===== src/rtl/ram4_bank_pkg.sv =====
// Shared definitions for the 4-word register bank: clear sequencer states and default width.
package ram4_bank_pkg;

    localparam int WIDTH_DEFAULT = 16;
    localparam int NUM_WORDS     = 4;

    typedef enum logic [1:0] {
        S_IDLE  = 2'd0,
        S_CLEAR = 2'd1,
        S_DONE  = 2'd2
    } clr_state_e;

endpackage


===== src/rtl/ram4_bank_dmux.sv =====
// 1-to-4 demultiplexer: routes the single input to output a..d selected by sel.
module DMux4Way (
    input  logic       in,
    input  logic [1:0] sel,
    output logic       a,
    output logic       b,
    output logic       c,
    output logic       d
);

    always_comb begin
        a = 1'b0;
        b = 1'b0;
        c = 1'b0;
        d = 1'b0;
        case (sel)
            2'd0:    a = in;
            2'd1:    b = in;
            2'd2:    c = in;
            2'd3:    d = in;
            default: ;
        endcase
    end

endmodule


===== src/rtl/ram4_bank_word_reg.sv =====
// One storage word: WIDTH-bit register with load enable and async active-low reset.
module word_reg #(
    parameter int WIDTH = 16
) (
    input  logic             clk,
    input  logic             rst_n,
    input  logic             load,
    input  logic [WIDTH-1:0] d,
    output logic [WIDTH-1:0] q
);

    logic [WIDTH-1:0] data_q;
    logic [WIDTH-1:0] data_d;

    always_comb begin
        data_d = data_q;
        if (load) begin
            data_d = d;
        end
    end

    always_ff @(posedge clk or negedge rst_n) begin
        if (!rst_n) begin
            data_q <= '0;
        end else begin
            data_q <= data_d;
        end
    end

    assign q = data_q;

endmodule


===== src/rtl/ram4_bank.sv =====
// 4-word register bank with combinational read, decoded writes, per-word valid flags
// and a self-timed sequencer that zeroes one word per cycle on request.
module ram4_bank
    import ram4_bank_pkg::*;
#(
    parameter int WIDTH = WIDTH_DEFAULT
) (
    input  logic             clk,
    input  logic             rst_n,
    input  logic [WIDTH-1:0] in,
    input  logic [1:0]       addr,
    input  logic             load,
    input  logic             clear_start,
    output logic [WIDTH-1:0] out,
    output logic [3:0]       valid,
    output logic             load_ack,
    output logic             clear_busy,
    output logic             clear_done
);

    clr_state_e       state_q, state_d;
    logic [1:0]       ptr_q, ptr_d;
    logic             clear_done_q, clear_done_d;
    logic [3:0]       valid_q, valid_d;
    logic             clr_en;
    logic             load_gated;
    logic [3:0]       we;
    logic [3:0]       clr_sel;
    logic [WIDTH-1:0] words [NUM_WORDS];

    assign clear_busy = (state_q != S_IDLE);
    assign load_gated = load & ~clear_busy;
    assign load_ack   = load_gated;

    DMux4Way u_load_dmux (
        .in  (load_gated),
        .sel (addr),
        .a   (we[0]),
        .b   (we[1]),
        .c   (we[2]),
        .d   (we[3])
    );

    DMux4Way u_clr_dmux (
        .in  (clr_en),
        .sel (ptr_q),
        .a   (clr_sel[0]),
        .b   (clr_sel[1]),
        .c   (clr_sel[2]),
        .d   (clr_sel[3])
    );

    // Writes are blocked while busy, so a word never sees both a write and a clear.
    genvar gi;
    generate
        for (gi = 0; gi < NUM_WORDS; gi++) begin : g_word
            word_reg #(.WIDTH(WIDTH)) u_word (
                .clk   (clk),
                .rst_n (rst_n),
                .load  (we[gi] | clr_sel[gi]),
                .d     (clr_sel[gi] ? '0 : in),
                .q     (words[gi])
            );
        end
    endgenerate

    always_comb begin
        state_d      = state_q;
        ptr_d        = ptr_q;
        clear_done_d = 1'b0;
        clr_en       = 1'b0;
        case (state_q)
            S_IDLE: begin
                if (clear_start) begin
                    state_d = S_CLEAR;
                    ptr_d   = 2'd0;
                end
            end
            S_CLEAR: begin
                clr_en = 1'b1;
                ptr_d  = ptr_q + 2'd1;
                if (ptr_q == 2'd3) begin
                    state_d      = S_DONE;
                    clear_done_d = 1'b1;
                end
            end
            S_DONE:  state_d = S_IDLE;
            default: state_d = S_IDLE;
        endcase
    end

    always_comb begin
        for (int i = 0; i < NUM_WORDS; i++) begin
            valid_d[i] = clr_sel[i] ? 1'b0 : (valid_q[i] | we[i]);
        end
    end

    always_ff @(posedge clk or negedge rst_n) begin
        if (!rst_n) begin
            state_q      <= S_IDLE;
            ptr_q        <= 2'd0;
            clear_done_q <= 1'b0;
            valid_q      <= 4'b0000;
        end else begin
            state_q      <= state_d;
            ptr_q        <= ptr_d;
            clear_done_q <= clear_done_d;
            valid_q      <= valid_d;
        end
    end

    assign out        = words[addr];
    assign valid      = valid_q;
    assign clear_done = clear_done_q;

endmodule


===== config.mk =====
export PLATFORM = sky130hd
export DESIGN_NAME = ram4_bank
export DESIGN_NICKNAME = d
export VERILOG_FILES = /design/src/rtl/ram4_bank_pkg.sv /design/src/rtl/ram4_bank_dmux.sv /design/src/rtl/ram4_bank_word_reg.sv /design/src/rtl/ram4_bank.sv
export SDC_FILE = /design/constraint.sdc
export NUM_CORES = 1
export LEC_CHECK = 0
export CORE_UTILIZATION = 33
export CTS_BUF_LIST = sky130_fd_sc_hd__clkbuf_4 sky130_fd_sc_hd__clkbuf_8 sky130_fd_sc_hd__clkbuf_16
export DETAILED_ROUTE_END_ITERATION = 16
export HOLD_SLACK_MARGIN = 0.02
export SETUP_SLACK_MARGIN = 0.3
export SLEW_MARGIN = 20
export SYNTH_ARGS = -nofsm -noshare
export SYNTH_HDL_FRONTEND = slang
export SYNTH_SLANG_ARGS = --single-unit
export TNS_END_PERCENT = 100

===== constraint.sdc =====
create_clock -name clk -period 2.2 [get_ports clk]
set_input_delay 0.44 -clock clk [delete_from_list [all_inputs] [get_ports clk]]
set_output_delay 0.44 -clock clk [all_outputs]
set_load 0.05 [all_outputs]

==> impl_table.tex <==
\begin{tabular}{lr}
\hline
Metric & Value \\
\hline
\multicolumn{2}{l}{\textbf{STA}} \\
Timing-limited maximum frequency & roughly 0.53 GHz \\
Final hold violation count & 0 \\
Final min period & around 1900 ps \\
Clock skew & 11.3 ps \\
Unrepaired setup endpoints after global routing & true \\
Final period util & 0.852 \\
Worst-margin pin slew & 648 ps \\
Slew HR & 0.568 \\
Max Slew Vio Count & 0 \\
Count of final setup violators & 0 \\
Fin Hold WS & 97.9 ps \\
\multicolumn{2}{l}{\textbf{Global route}} \\
Wire length of the first global-routing pass & between 10,000 and 15,000 um \\
Maximum number of pins on one net before global-route repair & 74 \\
Overflow left after global routing & 0 \\
Overall track demand over capacity in global routing & 0.171 \\
Number of global-route vias before repair & 2,280 \\
Initial antenna violation count & 0 \\
\multicolumn{2}{l}{\textbf{Synth}} \\
Number of nets in the synthesized netlist & around 240 \\
Distinct cells, synth & 24 \\
Number of synthesis warnings & 0 \\
Count of flip-flops with a built-in enable after synthesis & 0 \\
Mapped cell area & 3160 sq um \\
Primary FF master, synth & sky130\_fd\_sc\_hd\_\_dfrtp\_1 \\
Fraction of synthesis flops using an asynchronous set or reset pin & 1.00 \\
Gate count after technology mapping & 210 \\
Post-synthesis area per instance & approximately 15 sq um \\
Sequential cell area fraction in the yosys report & 0.578 \\
Synth Register Bits & 73 \\
\multicolumn{2}{l}{\textbf{Final layout}} \\
Most common cell after layout, fill and taps aside & sky130\_fd\_sc\_hd\_\_dfrtp\_1 \\
Count of nets after finishing & 300 \\
Number of diodes & 0 \\
Fillcell total & 830 \\
Fraction of final layout cells with drive strength greater than 1 & 0.312 \\
Final core utilization & 0.453 \\
Commonest cells after routing, fill and taps aside & sky130\_fd\_sc\_hd\_\_dfrtp\_1, sky130\_fd\_sc\_hd\_\_a22o\_1, sky130\_fd\_sc\_hd\_\_buf\_4, sky130\_fd\_sc\_hd\_\_clkdlybuf4s50\_1, sky130\_fd\_sc\_hd\_\_mux4\_2 \\
Post-synthesis to final-layout area growth & 32.5\% \\
\multicolumn{2}{l}{\textbf{Die}} \\
Number of primary I/O pins & 45 \\
Core Box Area & between 9000 and 10,000 sq um \\
Floorplan die width & 99.9 um \\
Row Count & 35 \\
Effective utilization at floorplan & 0.342 \\
Die footprint & 9970 sq um \\
DIE HEIGHT & 99.9 um \\
\multicolumn{2}{l}{\textbf{Clock network}} \\
Hold Buf Count CTS & 0 \\
Clock tree from TritonCTS & built \\
Total clock buffers created by CTS & 9 \\
Root Buffer & sky130\_fd\_sc\_hd\_\_clkbuf\_8 \\
Clock latency at the later pin of the worst-skew pair & 360 ps \\
Bufs on Longest Clock Path & 2 \\
H-tree Lvls & 3 \\
Clk sinks & 73 \\
Clock transition at the registers of the reported paths & around 80 ps \\
\multicolumn{2}{l}{\textbf{Power}} \\
Leakage dissipation & 1.98 nW \\
Share of total power in the clock network & 0.183 \\
Sw Share & 0.383 \\
Total chip power & 5.91 mW \\
Combinational fraction of design power & 0.442 \\
Worst IR Drop VDD & 0.571 mV \\
Sequential share of power & 0.375 \\
Internal Dissipation & 3.65 mW \\
P\_sw & 2.26 mW \\
Power Dens Cells & 1410 nW/um\^{}2 \\
\multicolumn{2}{l}{\textbf{Routing}} \\
Detailed-routing iteration count for the pre-antenna-repair pass & 4 \\
Via density per instance & about 5.3 \\
Number of vias in the routed layout & roughly 2,100 \\
Detail Route Antenna Nets & 0 \\
Initial DRC count & 85 \\
WL final & 7760 um \\
Avg WL per Cell & 19.0 um \\
Total DRC errors in the routed layout & 0 \\
\multicolumn{2}{l}{\textbf{Place}} \\
Detail Placement HPWL & 4760 um \\
RD Place Congestion & around 0.76 \\
PortBufs & 44 \\
\multicolumn{2}{l}{\textbf{Setup path}} \\
Highest fanout seen on the critical path & 5 \\
Startpoint type of the worst setup path & primary input \\
Worst EP required & around 1800 ps \\
CP Class & in2out \\
Crit path arrival time & 1430 ps \\
CP Capture Type & output port \\
\multicolumn{2}{l}{\textbf{Run}} \\
Max-cap violations & 0 \\
\multicolumn{2}{l}{\textbf{Run status}} \\
Result of the run & finished clean \\
\multicolumn{2}{l}{\textbf{Worst hold path}} \\
Min-delay worst type & in2async \\
\hline
\end{tabular}
path summary, 6_finish.rpt:
check	end	start	depth (start not counted)	slack (ps)
max in group asynchronous	state_q[0]	rst_n	2	1800
worst max-delay path	out[7]	addr[0]	4	330
min in group clk	valid[2]	valid[2]	1	490
worst max register to register	g_word[0].u_word.q[1]	state_q[0]	6	440
worst min-delay path	g_word[1].u_word.q[2]	rst_n	2	100
worst min register to register	valid[2]	valid[2]	1	490
layer usage:
metal	vias up	wire, um	share of wire	global-route usage
met2	60	3750	0.48	0.268
li1	957	-	-	-
met1	1121	3610	0.46	0.231
met4	0	72	0.0093	0.0667
met3	8	332	0.043	0.0390
met5	-	0	0	0
worst max-delay path: stages:
cell	delay, ps
sky130_fd_sc_hd__buf_4	130
sky130_fd_sc_hd__buf_6	140
sky130_fd_sc_hd__mux4_2	530
sky130_fd_sc_hd__buf_6	180
synthesized netlist by cell type (4+ instances only):
cell,n,area share
sky130_fd_sc_hd__dfrtp_1,73,0.58
sky130_fd_sc_hd__a22o_1,65,0.18
sky130_fd_sc_hd__mux4_2,16,0.11
sky130_fd_sc_hd__a21o_1,6,0.014
sky130_fd_sc_hd__nand2_1,6,0.0071
sky130_fd_sc_hd__clkbuf_1,5,0.0059
sky130_fd_sc_hd__buf_2,4,0.0063
sky130_fd_sc_hd__ha_1,4,0.016
sky130_fd_sc_hd__inv_1,4,0.0047
sky130_fd_sc_hd__nor2_1,4,0.0047
sky130_fd_sc_hd__o21ai_0,4,0.0063
stage by stage:
| stage | setup slack, ps | setup TNS (ps) | cell area [sq um] | cells |
|---|---|---|---|---|
| 2_1_floorplan | 348 | 0 | 3180 | 210 |
| 3_3_place_gp | -217 | -4920 | 3870 | 387 |
| 3_5_place_dp | -246 | -6360 | 3870 | 387 |
| 4_1_cts | 309 | 0 | 4160 | 408 |
| 5_1_grt | 284 | 0 | 4190 | 408 |
| 6_report | 326 | 0 | 4190 | 408 |
kinds of logic after synthesis:
| family | synth area share |
|---|---|
| compound gates | 0.203 |
| buf+inv | 0.0348 |
| fa+ha+maj | 0.0158 |
| mux | 0.121 |
| flops | 0.578 |
| simple gates | 0.0475 |
power by group through the flow:
| stage | sequential [mW] | combinational (mW) | clock (mW) |
|---|---|---|---|
| floorplan | 2.24 | 1.63 | 0 |
| global placement | 2.26 | 2.45 | 0 |
| detailed placement | 2.25 | 2.48 | 0 |
| CTS | 2.21 | 2.58 | 1.11 |
| global route | 2.29 | 2.77 | 1.17 |
| finish | 2.22 | 2.62 | 1.08 |
sequential cells by signal, indices dropped and copies added, names as in the netlist:
signal and count:
g_word.u_word.q 64, valid 4, ptr_q 2, state_q 2
clear_done 1
what timing repair did:
action	in CTS	in global routing
gates cloned	1	0
endpoints found under the setup margin	39	12
setup buffers	4	0
gates resized for setup	28	8
layout make-up:
type,instances,area (sq um),area share
timing repair buffer,68,758,0.181
inverter,4,15.0,0.00359
sequential,73,1830,0.437
clock inverter,5,55.1,0.0131
multi-input combinational,118,1220,0.292
tap,129,161,0.0385
clock buffer,11,145,0.0347
Power figures use the tool's default switching activity.
